**src/rtl/ultrasonic_ranger_pkg.sv**
```systemverilog
// Shared Q16.15 distance definitions and FSM encoding for the ultrasonic
// ranger and its downstream SPI interface.
package ranger_pkg;

    typedef enum logic [2:0] {
        ST_IDLE,
        ST_TRIG,
        ST_WAIT_RISE,
        ST_MEASURE,
        ST_HOLDOFF
    } state_e;

    localparam int FRAC_BITS = 15;
    localparam int Q_W       = 32;
    localparam int PERIOD_W  = 22;

    localparam logic [Q_W-1:0] ONE_CM    = 32'h0000_8000;
    localparam logic [Q_W-1:0] EIGHTH_CM = ONE_CM >> 3;

    function automatic logic [Q_W-1:0] cm_to_q(input logic [15:0] cm);
        return Q_W'(cm) << FRAC_BITS;
    endfunction

endpackage

```
**src/rtl/ultrasonic_ranger_if.sv**
```systemverilog
// Sensor-side pins of one ranger: enable/echo in, trigger and published result out.
interface ultrasonic_ranger_if;
    import ranger_pkg::*;

    logic           ULTRASONIC_RANGER_ENABLE_In;
    logic           ULTRASONIC_RANGER_ECHO_In;
    logic           ULTRASONIC_RANGER_TRIG_Out;
    logic [Q_W-1:0] ULTRASONIC_RANGER_DIST_OutBus;
    logic           ULTRASONIC_RANGER_VALID_Out;
    logic           ULTRASONIC_RANGER_TIMEOUT_Out;

    modport slave (
        input  ULTRASONIC_RANGER_ENABLE_In,
        input  ULTRASONIC_RANGER_ECHO_In,
        output ULTRASONIC_RANGER_TRIG_Out,
        output ULTRASONIC_RANGER_DIST_OutBus,
        output ULTRASONIC_RANGER_VALID_Out,
        output ULTRASONIC_RANGER_TIMEOUT_Out
    );

    modport master (
        output ULTRASONIC_RANGER_ENABLE_In,
        output ULTRASONIC_RANGER_ECHO_In,
        input  ULTRASONIC_RANGER_TRIG_Out,
        input  ULTRASONIC_RANGER_DIST_OutBus,
        input  ULTRASONIC_RANGER_VALID_Out,
        input  ULTRASONIC_RANGER_TIMEOUT_Out
    );

endinterface

```
**src/rtl/ultrasonic_ranger_echo_sync.sv**
```systemverilog
// Echo pin synchronizer with a registered copy; rise/fall are aligned with
// echo_s so both edges see the same 3-clock delay.
module ultrasonic_echo_sync (
    input  logic clk_i,
    input  logic rst_i,
    input  logic echo_i,
    output logic echo_s,
    output logic rise,
    output logic fall
);

    logic s1_q, s2_q, echo_q, rise_q, fall_q;

    always_ff @(posedge clk_i) begin
        if (rst_i) begin
            s1_q   <= 1'b0;
            s2_q   <= 1'b0;
            echo_q <= 1'b0;
            rise_q <= 1'b0;
            fall_q <= 1'b0;
        end else begin
            s1_q   <= echo_i;
            s2_q   <= s1_q;
            echo_q <= s2_q;
            rise_q <= s2_q & ~echo_q;
            fall_q <= ~s2_q & echo_q;
        end
    end

    assign echo_s = echo_q;
    assign rise   = rise_q;
    assign fall   = fall_q;

endmodule

```
**src/rtl/ultrasonic_ranger.sv**
```systemverilog
// HC-SR04-style ranging engine: periodic trigger, echo width timing, and a
// registered Q16.15 distance result with timeout/saturation flag.
module ultrasonic_ranger
    import ranger_pkg::*;
#(
    parameter int unsigned    TRIG_CYCLES    = 500,
    parameter int unsigned    PERIOD_CYCLES  = 3_000_000,
    parameter int unsigned    TICKS_PER_STEP = 364,
    parameter logic [Q_W-1:0] STEP_LSB       = EIGHTH_CM,
    parameter logic [Q_W-1:0] MAX_DIST       = cm_to_q(16'd400),
    parameter int unsigned    RISE_TIMEOUT   = 1_500_000
) (
    input logic              ULTRASONIC_RANGER_CLOCK_50,
    input logic              ULTRASONIC_RANGER_RESET_InHigh,
    ultrasonic_ranger_if.slave bus
);

    localparam int PRESC_W = 16;
    localparam logic [PERIOD_W-1:0] TRIG_LAST  = PERIOD_W'(TRIG_CYCLES - 1);
    localparam logic [PERIOD_W-1:0] PER_LAST   = PERIOD_W'(PERIOD_CYCLES - 1);
    localparam logic [PERIOD_W-1:0] WAIT_LAST  = PERIOD_W'(RISE_TIMEOUT - 1);
    localparam logic [PRESC_W-1:0]  PRESC_LAST = PRESC_W'(TICKS_PER_STEP - 1);

    logic clk, rst, enable;
    assign clk    = ULTRASONIC_RANGER_CLOCK_50;
    assign rst    = ULTRASONIC_RANGER_RESET_InHigh;
    assign enable = bus.ULTRASONIC_RANGER_ENABLE_In;

    logic echo_s, echo_fall, echo_rise_unused;

    ultrasonic_echo_sync u_sync (
        .clk_i  (clk),
        .rst_i  (rst),
        .echo_i (bus.ULTRASONIC_RANGER_ECHO_In),
        .echo_s (echo_s),
        .rise   (echo_rise_unused),
        .fall   (echo_fall)
    );

    state_e               state_q, state_d;
    logic [PERIOD_W-1:0]  period_q, period_d;
    logic [PERIOD_W-1:0]  wait_q, wait_d;
    logic [PRESC_W-1:0]   presc_q, presc_d;
    logic [Q_W-1:0]       acc_q, acc_d;
    logic [Q_W-1:0]       dist_q, dist_d;
    logic                 trig_q, trig_d;
    logic                 valid_q, valid_d;
    logic                 tout_q, tout_d;

    logic [Q_W:0] acc_sum;
    logic         wait_expired, step_tick, sat_hit, pub_timeout, pub_meas;

    assign acc_sum      = {1'b0, acc_q} + {1'b0, STEP_LSB};
    assign wait_expired = (wait_q == WAIT_LAST);
    assign step_tick    = echo_s && (presc_q == PRESC_LAST);
    // Saturation is checked ahead of the echo fall so it always wins.
    assign sat_hit      = (state_q == ST_MEASURE) && step_tick && (acc_sum >= {1'b0, MAX_DIST});
    assign pub_timeout  = ((state_q == ST_WAIT_RISE) && wait_expired) || sat_hit;
    assign pub_meas     = (state_q == ST_MEASURE) && echo_fall && !sat_hit;

    always_ff @(posedge clk) begin
        if (rst) begin
            state_q  <= ST_IDLE;
            period_q <= '0;
            wait_q   <= '0;
            presc_q  <= '0;
            acc_q    <= '0;
            dist_q   <= '0;
            trig_q   <= 1'b0;
            valid_q  <= 1'b0;
            tout_q   <= 1'b0;
        end else begin
            state_q  <= state_d;
            period_q <= period_d;
            wait_q   <= wait_d;
            presc_q  <= presc_d;
            acc_q    <= acc_d;
            dist_q   <= dist_d;
            trig_q   <= trig_d;
            valid_q  <= valid_d;
            tout_q   <= tout_d;
        end
    end

    always_comb begin
        state_d  = state_q;
        period_d = (&period_q) ? period_q : period_q + PERIOD_W'(1);
        wait_d   = '0;
        presc_d  = presc_q;
        acc_d    = acc_q;
        case (state_q)
            ST_IDLE:
                if (enable) state_d = ST_TRIG;
            ST_TRIG:
                if (period_q == TRIG_LAST) state_d = ST_WAIT_RISE;
            ST_WAIT_RISE: begin
                wait_d = wait_q + PERIOD_W'(1);
                if (wait_expired) begin
                    state_d = ST_HOLDOFF;
                end else if (echo_s) begin
                    // The rise cycle is itself the first counted echo clock.
                    state_d = ST_MEASURE;
                    presc_d = PRESC_W'(1);
                    acc_d   = '0;
                end
            end
            ST_MEASURE: begin
                if (sat_hit || !echo_s) begin
                    state_d = ST_HOLDOFF;
                end else if (step_tick) begin
                    presc_d = '0;
                    acc_d   = acc_sum[Q_W-1:0];
                end else begin
                    presc_d = presc_q + PRESC_W'(1);
                end
            end
            ST_HOLDOFF:
                if (period_q >= PER_LAST) state_d = enable ? ST_TRIG : ST_IDLE;
            default:
                state_d = ST_IDLE;
        endcase
        if (state_d == ST_TRIG && state_q != ST_TRIG) period_d = '0;
    end

    always_comb begin
        trig_d  = (state_d == ST_TRIG);
        valid_d = pub_timeout || pub_meas;
        dist_d  = dist_q;
        tout_d  = tout_q;
        if (pub_timeout) begin
            dist_d = {1'b0, MAX_DIST[Q_W-2:0]};
            tout_d = 1'b1;
        end else if (pub_meas) begin
            dist_d = {1'b0, acc_q[Q_W-2:0]};
            tout_d = 1'b0;
        end
    end

    assign bus.ULTRASONIC_RANGER_TRIG_Out    = trig_q;
    assign bus.ULTRASONIC_RANGER_DIST_OutBus = dist_q;
    assign bus.ULTRASONIC_RANGER_VALID_Out   = valid_q;
    assign bus.ULTRASONIC_RANGER_TIMEOUT_Out = tout_q;

endmodule

```
**src/flat_wrapper.sv**
```systemverilog
// flat-port wrapper written by rule: the top's interface ports become plain ports
module ultrasonic_ranger_flat import ranger_pkg::*;
#(
    parameter int unsigned    TRIG_CYCLES    = 500,
    parameter int unsigned    PERIOD_CYCLES  = 3_000_000,
    parameter int unsigned    TICKS_PER_STEP = 364,
    parameter logic [Q_W-1:0] STEP_LSB       = EIGHTH_CM,
    parameter logic [Q_W-1:0] MAX_DIST       = cm_to_q(16'd400),
    parameter int unsigned    RISE_TIMEOUT   = 1_500_000
)
  (ULTRASONIC_RANGER_CLOCK_50, ULTRASONIC_RANGER_RESET_InHigh, bus_ULTRASONIC_RANGER_ENABLE_In, bus_ULTRASONIC_RANGER_ECHO_In, bus_ULTRASONIC_RANGER_TRIG_Out, bus_ULTRASONIC_RANGER_DIST_OutBus, bus_ULTRASONIC_RANGER_VALID_Out, bus_ULTRASONIC_RANGER_TIMEOUT_Out);
  ultrasonic_ranger_if bus_i ();
  input logic ULTRASONIC_RANGER_CLOCK_50;
  input logic ULTRASONIC_RANGER_RESET_InHigh;
  input wire logic [$bits(bus_i.ULTRASONIC_RANGER_ENABLE_In)-1:0] bus_ULTRASONIC_RANGER_ENABLE_In;
  input wire logic [$bits(bus_i.ULTRASONIC_RANGER_ECHO_In)-1:0] bus_ULTRASONIC_RANGER_ECHO_In;
  output wire logic [$bits(bus_i.ULTRASONIC_RANGER_TRIG_Out)-1:0] bus_ULTRASONIC_RANGER_TRIG_Out;
  output wire logic [$bits(bus_i.ULTRASONIC_RANGER_DIST_OutBus)-1:0] bus_ULTRASONIC_RANGER_DIST_OutBus;
  output wire logic [$bits(bus_i.ULTRASONIC_RANGER_VALID_Out)-1:0] bus_ULTRASONIC_RANGER_VALID_Out;
  output wire logic [$bits(bus_i.ULTRASONIC_RANGER_TIMEOUT_Out)-1:0] bus_ULTRASONIC_RANGER_TIMEOUT_Out;
  assign bus_i.ULTRASONIC_RANGER_ENABLE_In = bus_ULTRASONIC_RANGER_ENABLE_In;
  assign bus_i.ULTRASONIC_RANGER_ECHO_In = bus_ULTRASONIC_RANGER_ECHO_In;
  assign bus_ULTRASONIC_RANGER_TRIG_Out = bus_i.ULTRASONIC_RANGER_TRIG_Out;
  assign bus_ULTRASONIC_RANGER_DIST_OutBus = bus_i.ULTRASONIC_RANGER_DIST_OutBus;
  assign bus_ULTRASONIC_RANGER_VALID_Out = bus_i.ULTRASONIC_RANGER_VALID_Out;
  assign bus_ULTRASONIC_RANGER_TIMEOUT_Out = bus_i.ULTRASONIC_RANGER_TIMEOUT_Out;
  ultrasonic_ranger #(.TRIG_CYCLES(TRIG_CYCLES), .PERIOD_CYCLES(PERIOD_CYCLES), .TICKS_PER_STEP(TICKS_PER_STEP), .STEP_LSB(STEP_LSB), .MAX_DIST(MAX_DIST), .RISE_TIMEOUT(RISE_TIMEOUT)) u_core (.ULTRASONIC_RANGER_CLOCK_50(ULTRASONIC_RANGER_CLOCK_50), .ULTRASONIC_RANGER_RESET_InHigh(ULTRASONIC_RANGER_RESET_InHigh), .bus(bus_i));
endmodule
```
**config.mk**
```make
export PLATFORM = sky130hd
export DESIGN_NAME = ultrasonic_ranger_flat
export DESIGN_NICKNAME = d
export VERILOG_FILES = /design/src/rtl/ultrasonic_ranger_pkg.sv /design/src/rtl/ultrasonic_ranger_if.sv /design/src/rtl/ultrasonic_ranger_echo_sync.sv /design/src/rtl/ultrasonic_ranger.sv /design/src/flat_wrapper.sv
export SDC_FILE = /design/constraint.sdc
export NUM_CORES = 1
export LEC_CHECK = 0
export ABC_CLOCK_PERIOD_IN_PS = 2950
export CORE_AREA = 5 5 120 122
export DETAILED_ROUTE_END_ITERATION = 8
export DIE_AREA = 0 0 125 127
export SYNTH_ARGS = -nofsm -noshare
export SYNTH_HDL_FRONTEND = slang
export SYNTH_SLANG_ARGS = --single-unit
export TNS_END_PERCENT = 20
```
**constraint.sdc**
```tcl
create_clock -name ULTRASONIC_RANGER_CLOCK_50 -period 2.95 [get_ports ULTRASONIC_RANGER_CLOCK_50]
set_clock_uncertainty 0.2 [all_clocks]
set_input_delay 0.59 -clock ULTRASONIC_RANGER_CLOCK_50 [delete_from_list [all_inputs] [get_ports ULTRASONIC_RANGER_CLOCK_50]]
set_output_delay 0.59 -clock ULTRASONIC_RANGER_CLOCK_50 [all_outputs]
set_load 0.01 [all_outputs]
```
-- Word-level counts from Yosys, hierarchy flattened
Cells that the tools add are included.
W data, S select, Z words.
- add/sub/neg operators: 4
- order comparisons: 2
- reductions and logical operators: 21
- eq/ne operators: 13
- bitwise gates (word level): 3
- multiplexer cells: 22
- operators with widths (operator ; count):
    $mux W32 ; 4
    $mux W16 ; 4
    $pmux W32 S2 ; 1
    $mux W24 ; 2
    $add A22 B1 Y22 const B ; 2
    $add A32 B13 Y33 const B ; 1
    $ge A33 B24 Y1 const B ; 1
    $pmux W16 S2 ; 1
    $eq A22 B21 Y1 const B ; 1
    $eq A22 B9 Y1 const B ; 1
    $ge A22 B22 Y1 const B ; 1
    $reduce_and A22 Y1 ; 1
    $mux W3 ; 6
    $add A16 B1 Y16 const B ; 1
    $eq A16 B9 Y1 const B ; 1
    $pmux W3 S5 ; 1
    $logic_and A1 B1 Y1 ; 7
    $eq A3 B1 Y1 const B ; 2
    $eq A3 B2 Y1 const B ; 2
    $ne A2 B2 Y1 const B ; 3
    $reduce_or A2 Y1 ; 3
    $reduce_and A5 Y1 ; 1
    $reduce_and A4 Y1 ; 1
    $reduce_bool A2 Y1 ; 2
    9 further kinds ; 15
- word-level logic and storage cells: 79
- output and inout port bits: 35
- register bits after elaboration: 133
- input bits: 4

-- Depth between registers and ports, before layout
- depth after elaboration: 10
- gate-level depth with buffers: 11
- depth with buffers taken out: 9

-- Hierarchy
Synthesis repeated with hierarchy kept, for this count alone.
- cells, all modules: 591
- area, all modules: 5202.5 µm²
- by module, submodules not included (module ; cells each ; seq. area each (µm²) ; area each (µm²) ; times used):
    ultrasonic_ranger ; 581 ; 2102.0 ; 5068.6 ; 1
    ultrasonic_echo_sync ; 10 ; 100.1 ; 133.9 ; 1

-- Worst setup path before layout
OpenSTA, ideal clock, no wires.
- kind: reg-to-reg
- start: reg u_core.acc_q[12]
- end: reg u_core.dist_q[18] (netlist: u_core.bus.ULTRASONIC_RANGER_DIST_OutBus[18])
- path buffers: 1
- cell stages (with the launch flop): 11
- period minus slack after synthesis: 2958 ps
- data required time: 2633 ps
- library setup time: 117 ps
- path slack: -8 ps
- arrival: 2641 ps
- cells stage by stage: dfxtp_1 > ha_1 > nand3_2 > a211o_1 > a32oi_1 > o311ai_1 > or4b_4 > a21o_1 > buf_2 > mux2i_1 > nor2_1
- word-level cells in the longest chain between the ends: 5
- elaborated cells on any way between the ends: 7
- those cells by class: add/sub (1); order compare (1); reduce/logical (5)
- RTL lines (element ; line ; source):
    from (decl) ; ultrasonic_ranger.sv:44 ; logic [Q_W-1:0] acc_q, acc_d;
    from (signal assigned) ; ultrasonic_ranger.sv:67 ; acc_q <= '0;
    from (signal assigned) ; ultrasonic_ranger.sv:77 ; acc_q <= acc_d;
    $add A32 B13 Y33 (*) ; ultrasonic_ranger.sv:53 ; assign acc_sum = {1'b0, acc_q} + {1'b0, STEP_LSB};
    $ge A33 B24 Y1 (*) ; ultrasonic_ranger.sv:57 ; assign sat_hit = (state_q == ST_MEASURE) && step_tick && (acc_sum >= {1'b0, MAX_DIST});
    $logic_and A1 B1 Y1 (*) ; ultrasonic_ranger.sv:57 ;
    $logic_or A1 B1 Y1 or $logic_not A1 Y1 (tied branches) ; ultrasonic_ranger.sv:58, ultrasonic_ranger.sv:59 ;
    $reduce_or A2 Y1 (no line) or $logic_and A1 B1 Y1 (tied branches) ; -- ;
    to (signal assigned) ; ultrasonic_ranger.sv:78 ; dist_q <= dist_d;
    to (decl) ; ultrasonic_ranger.sv:45 ; logic [Q_W-1:0] dist_q, dist_d;
Mark *: on every way between the ends. The rest lies on a longest branch, timed or not.
A chain may end at the register's enable or synchronous reset.

-- Worst setup path after layout
- start: reg u_core.acc_q[12]
- end: reg u_core.dist_q[25] (netlist: u_core.bus.ULTRASONIC_RANGER_DIST_OutBus[25])
The elaborated chain is that of the path after synthesis.

==> flow_summary.toml <==
[global_route]
grt_pass1_wl_um = 19300
grt_usage_pct = 14.5
gr-total-overflow = 0
grt_start_max_net_pins = 29
antenna_found_initial = 0
grt_pass1_vias = 4059

[route]
viasPerCell = 5.23
routed_wl_um = 11400
dr.pass1.iters = 4
route.detailed.drc = 0
vias = 4396
wl_per_cell_um = 13.6
first_iter_violations = 276
ant_nets = 0

[synthesis]
synthCells = 617
synth_top_family_by_area = "simple AND/OR/NAND/NOR gates"
synth_top_area_cell = "dfxtp_1"
yosys.cell_types.count = 60
ys_ff_latch = 109
synthAdderAreaFrac_pct = 0.971
synth_top_area_share_pct = 42.3
synth_edf_count = 0
synth-compound-area-share_pct = 12.2
synth_area_leaders = "dfxtp_1, nor2_1, xor2_1"
synth-simple-area-share_pct = 27.4
ys_seq_area_share_pct = 42.3
synth_xor_area_share_pct = 6.62
synth.area.mux_share_pct = 4.10
avgSynthCellArea_um2 = 8.36
netlist_area_mm2 = 0.00516
synthArstFlopShare_pct = 0
synth_ff_type = "dfxtp_1"
synthTopCellsByCount = "dfxtp_1, nor2_1, nand2_1"
yosysWarnings = 0
synth.most_common_cell = "dfxtp_1"

[timing]
report.final.slew_viol_count = 0
setup_tns_ns = 0
max_slew_margin_pct = 48.1
finalCritPeriodShare_pct = 95.9
fmax_mhz = 353
setup_viol = 0
period_minus_slack_ns = 2.83
worstMarginPinSlew_ns = 0.779
final-hold-violation-count = 0

[cts]
cts_sinks = 109
cts_max_path_buffers = 2
hold_buffers = 0
cts_buffers = 9
path_clk_slew_ns = 0.07
cts_root_buf = "clkbuf_16"
clk_latency_ns = 0.36
cts_tree = "yes"
htree_levels = 3

[critical_path]
cp.required_ns = 3.00
worst_path_largest_cell_delay_ns = 0.55
worstPathCellList = "ha_4, nand3_4, a211o_1, a32oi_1, o311ai_2, or4b_4, a21o_1, buf_12, mux2i_1, nor2_1"
endpoint_kind = "flip-flop"
crit_fanout = 20
cpMaxStageDelayCell = "or4b_4"
worstPathArrival_ns = 2.88
crit_type = "reg -> reg"
critPathLaunchType = "flip-flop"

[die]
design.die.area_mm2 = 0.0159
ios = 39
fp-row-count = 42
die_y_um = 127
start_util_pct = 39.4
die_w_um = 125
core-area_mm2 = 0.0131

[placement]
dp_cells = 824
place_hpwl_um = 8300
gp_congestion = 0.833
port-buffer-count = 25
place_area_mm2 = 0.00573

[finish]
final-seq-area_mm2 = 0.00219
fillers = 1267
drive_gt1_share_pct = 11.1
final_nets = 668
n_antenna_cell = 0
multi_input_area_mm2 = 0.00277
design_area_mm2 = 0.00612
area_delta_synth_final_pct = 18.6
final_cells = 840

[power_and_ir_drop]
ir_worst_vdd_mv = 0.261
p_per_area_mw_per_mm2 = 453
p_leak_nw = 2.22

[job]
maxCapViolations = 0

[hold_path]
holdCritPathClass = "reg -> reg"

[outcome]
outcome = "finished, final reports clean"
metal layers:
layer	track usage, %	share of wire (%)	routed length [um]
met1	18.7	48	5430
met2	23.9	47	5370
met3	2.96	3.2	362
met4	5.87	2.1	235
met5	0	0	0
flip-flops by register name, summed over array words and instances (netlist names):
register                                  cells
u_core.acc_q                                 20
u_core.bus.ULTRASONIC_RANGER_DIST_OutBus     19
u_core.bus.ULTRASONIC_RANGER_TIMEOUT_Out      1
u_core.bus.ULTRASONIC_RANGER_TRIG_Out         1
u_core.bus.ULTRASONIC_RANGER_VALID_Out        1
u_core.period_q                              22
u_core.presc_q                               16
u_core.state_q                                3
u_core.u_sync.echo_s                          1
u_core.u_sync.fall                            1
u_core.u_sync.s1_q                            1
u_core.u_sync.s2_q                            1
u_core.wait_q                                22
final timing paths:
check,end,startpoint,cells after the start,slack (ns)
setup / recovery,u_core.bus.ULTRASONIC_RANGER_DIST_OutBus[25],u_core.acc_q[12],10,0.12
hold / removal,u_core.u_sync.fall,u_core.u_sync.s2_q,1,0.22
setup reg to reg,u_core.bus.ULTRASONIC_RANGER_DIST_OutBus[25],u_core.acc_q[12],10,0.12
hold reg to reg,u_core.u_sync.fall,u_core.u_sync.s2_q,1,0.22
what timing repair did:
| action | in CTS | in global routing |
|---|---|---|
| pin swaps | 0 | 4 |
| setup buffers | 0 | 1 |
| endpoints found under the setup margin | 5 | 58 |
| gates resized for setup | 3 | 13 |
| gates cloned | 0 | 0 |
metrics by stage:
step	power [mW]	utilization, %	setup slack (ns)	hold WS, ns
detailed placement	1.58	43.8	0.00441	0.221
global placement	1.58	43.8	0.0854	0.218
finish	2.77	46.7	0.120	0.215
CTS	2.80	46.3	0.0245	0.231
global route	2.87	46.7	-0.0605	0.256
floorplan	1.57	-	0.0174	0.183
worst max-delay path: cells and delay by family (launching register included):
family,cells,cell delay [ns]
adder cells (fa/ha/maj),1,0.19
multiplexers,1,0.17
AO/OA/AOI/OAI,4,0.92
flip-flops,1,0.35
AND/OR/NAND/NOR,3,0.72
buffers and inverters,1,0.17
final cells by class:
cell class | count | area share, %
clock buffer | 10 | 3.91
clock inverter | 5 | 0.961
inverter | 28 | 1.72
multi-input combinational | 451 | 45.3
sequential | 109 | 35.8
tap | 176 | 3.60
timing repair buffer | 61 | 8.71
cells by family (layout without fill, tap and decap cells):
group           count (synthesis)  count (layout)
simple gates                  280             280
flops                         109             109
compound gates                 94              94
buf+inv                        69             104
xor+xnor                       39              39
mux                            21              21
fa+ha+maj                       4               4
other cells                     1              13
where the power goes:
| group | internal (mW) | switching [mW] |
|---|---|---|
| registers | 1.48 | 0.00730 |
| logic | 0.0224 | 0.0403 |
| clock network | 0.678 | 0.543 |
| total | 2.18 | 0.591 |
cells in the final DEF, fill, tap and decap left out, types with 16 or more instances in the layout:
master	n
dfxtp_1	104
nor2_1	97
nand2_1	44
buf_4	35
xor2_1	29
inv_1	28
nand3_1	27
a21oi_1	26
clkdlybuf4s50_1	25
mux2i_1	20
nand4_1	18
and3_1	16
(Power assumes the default switching activity.)
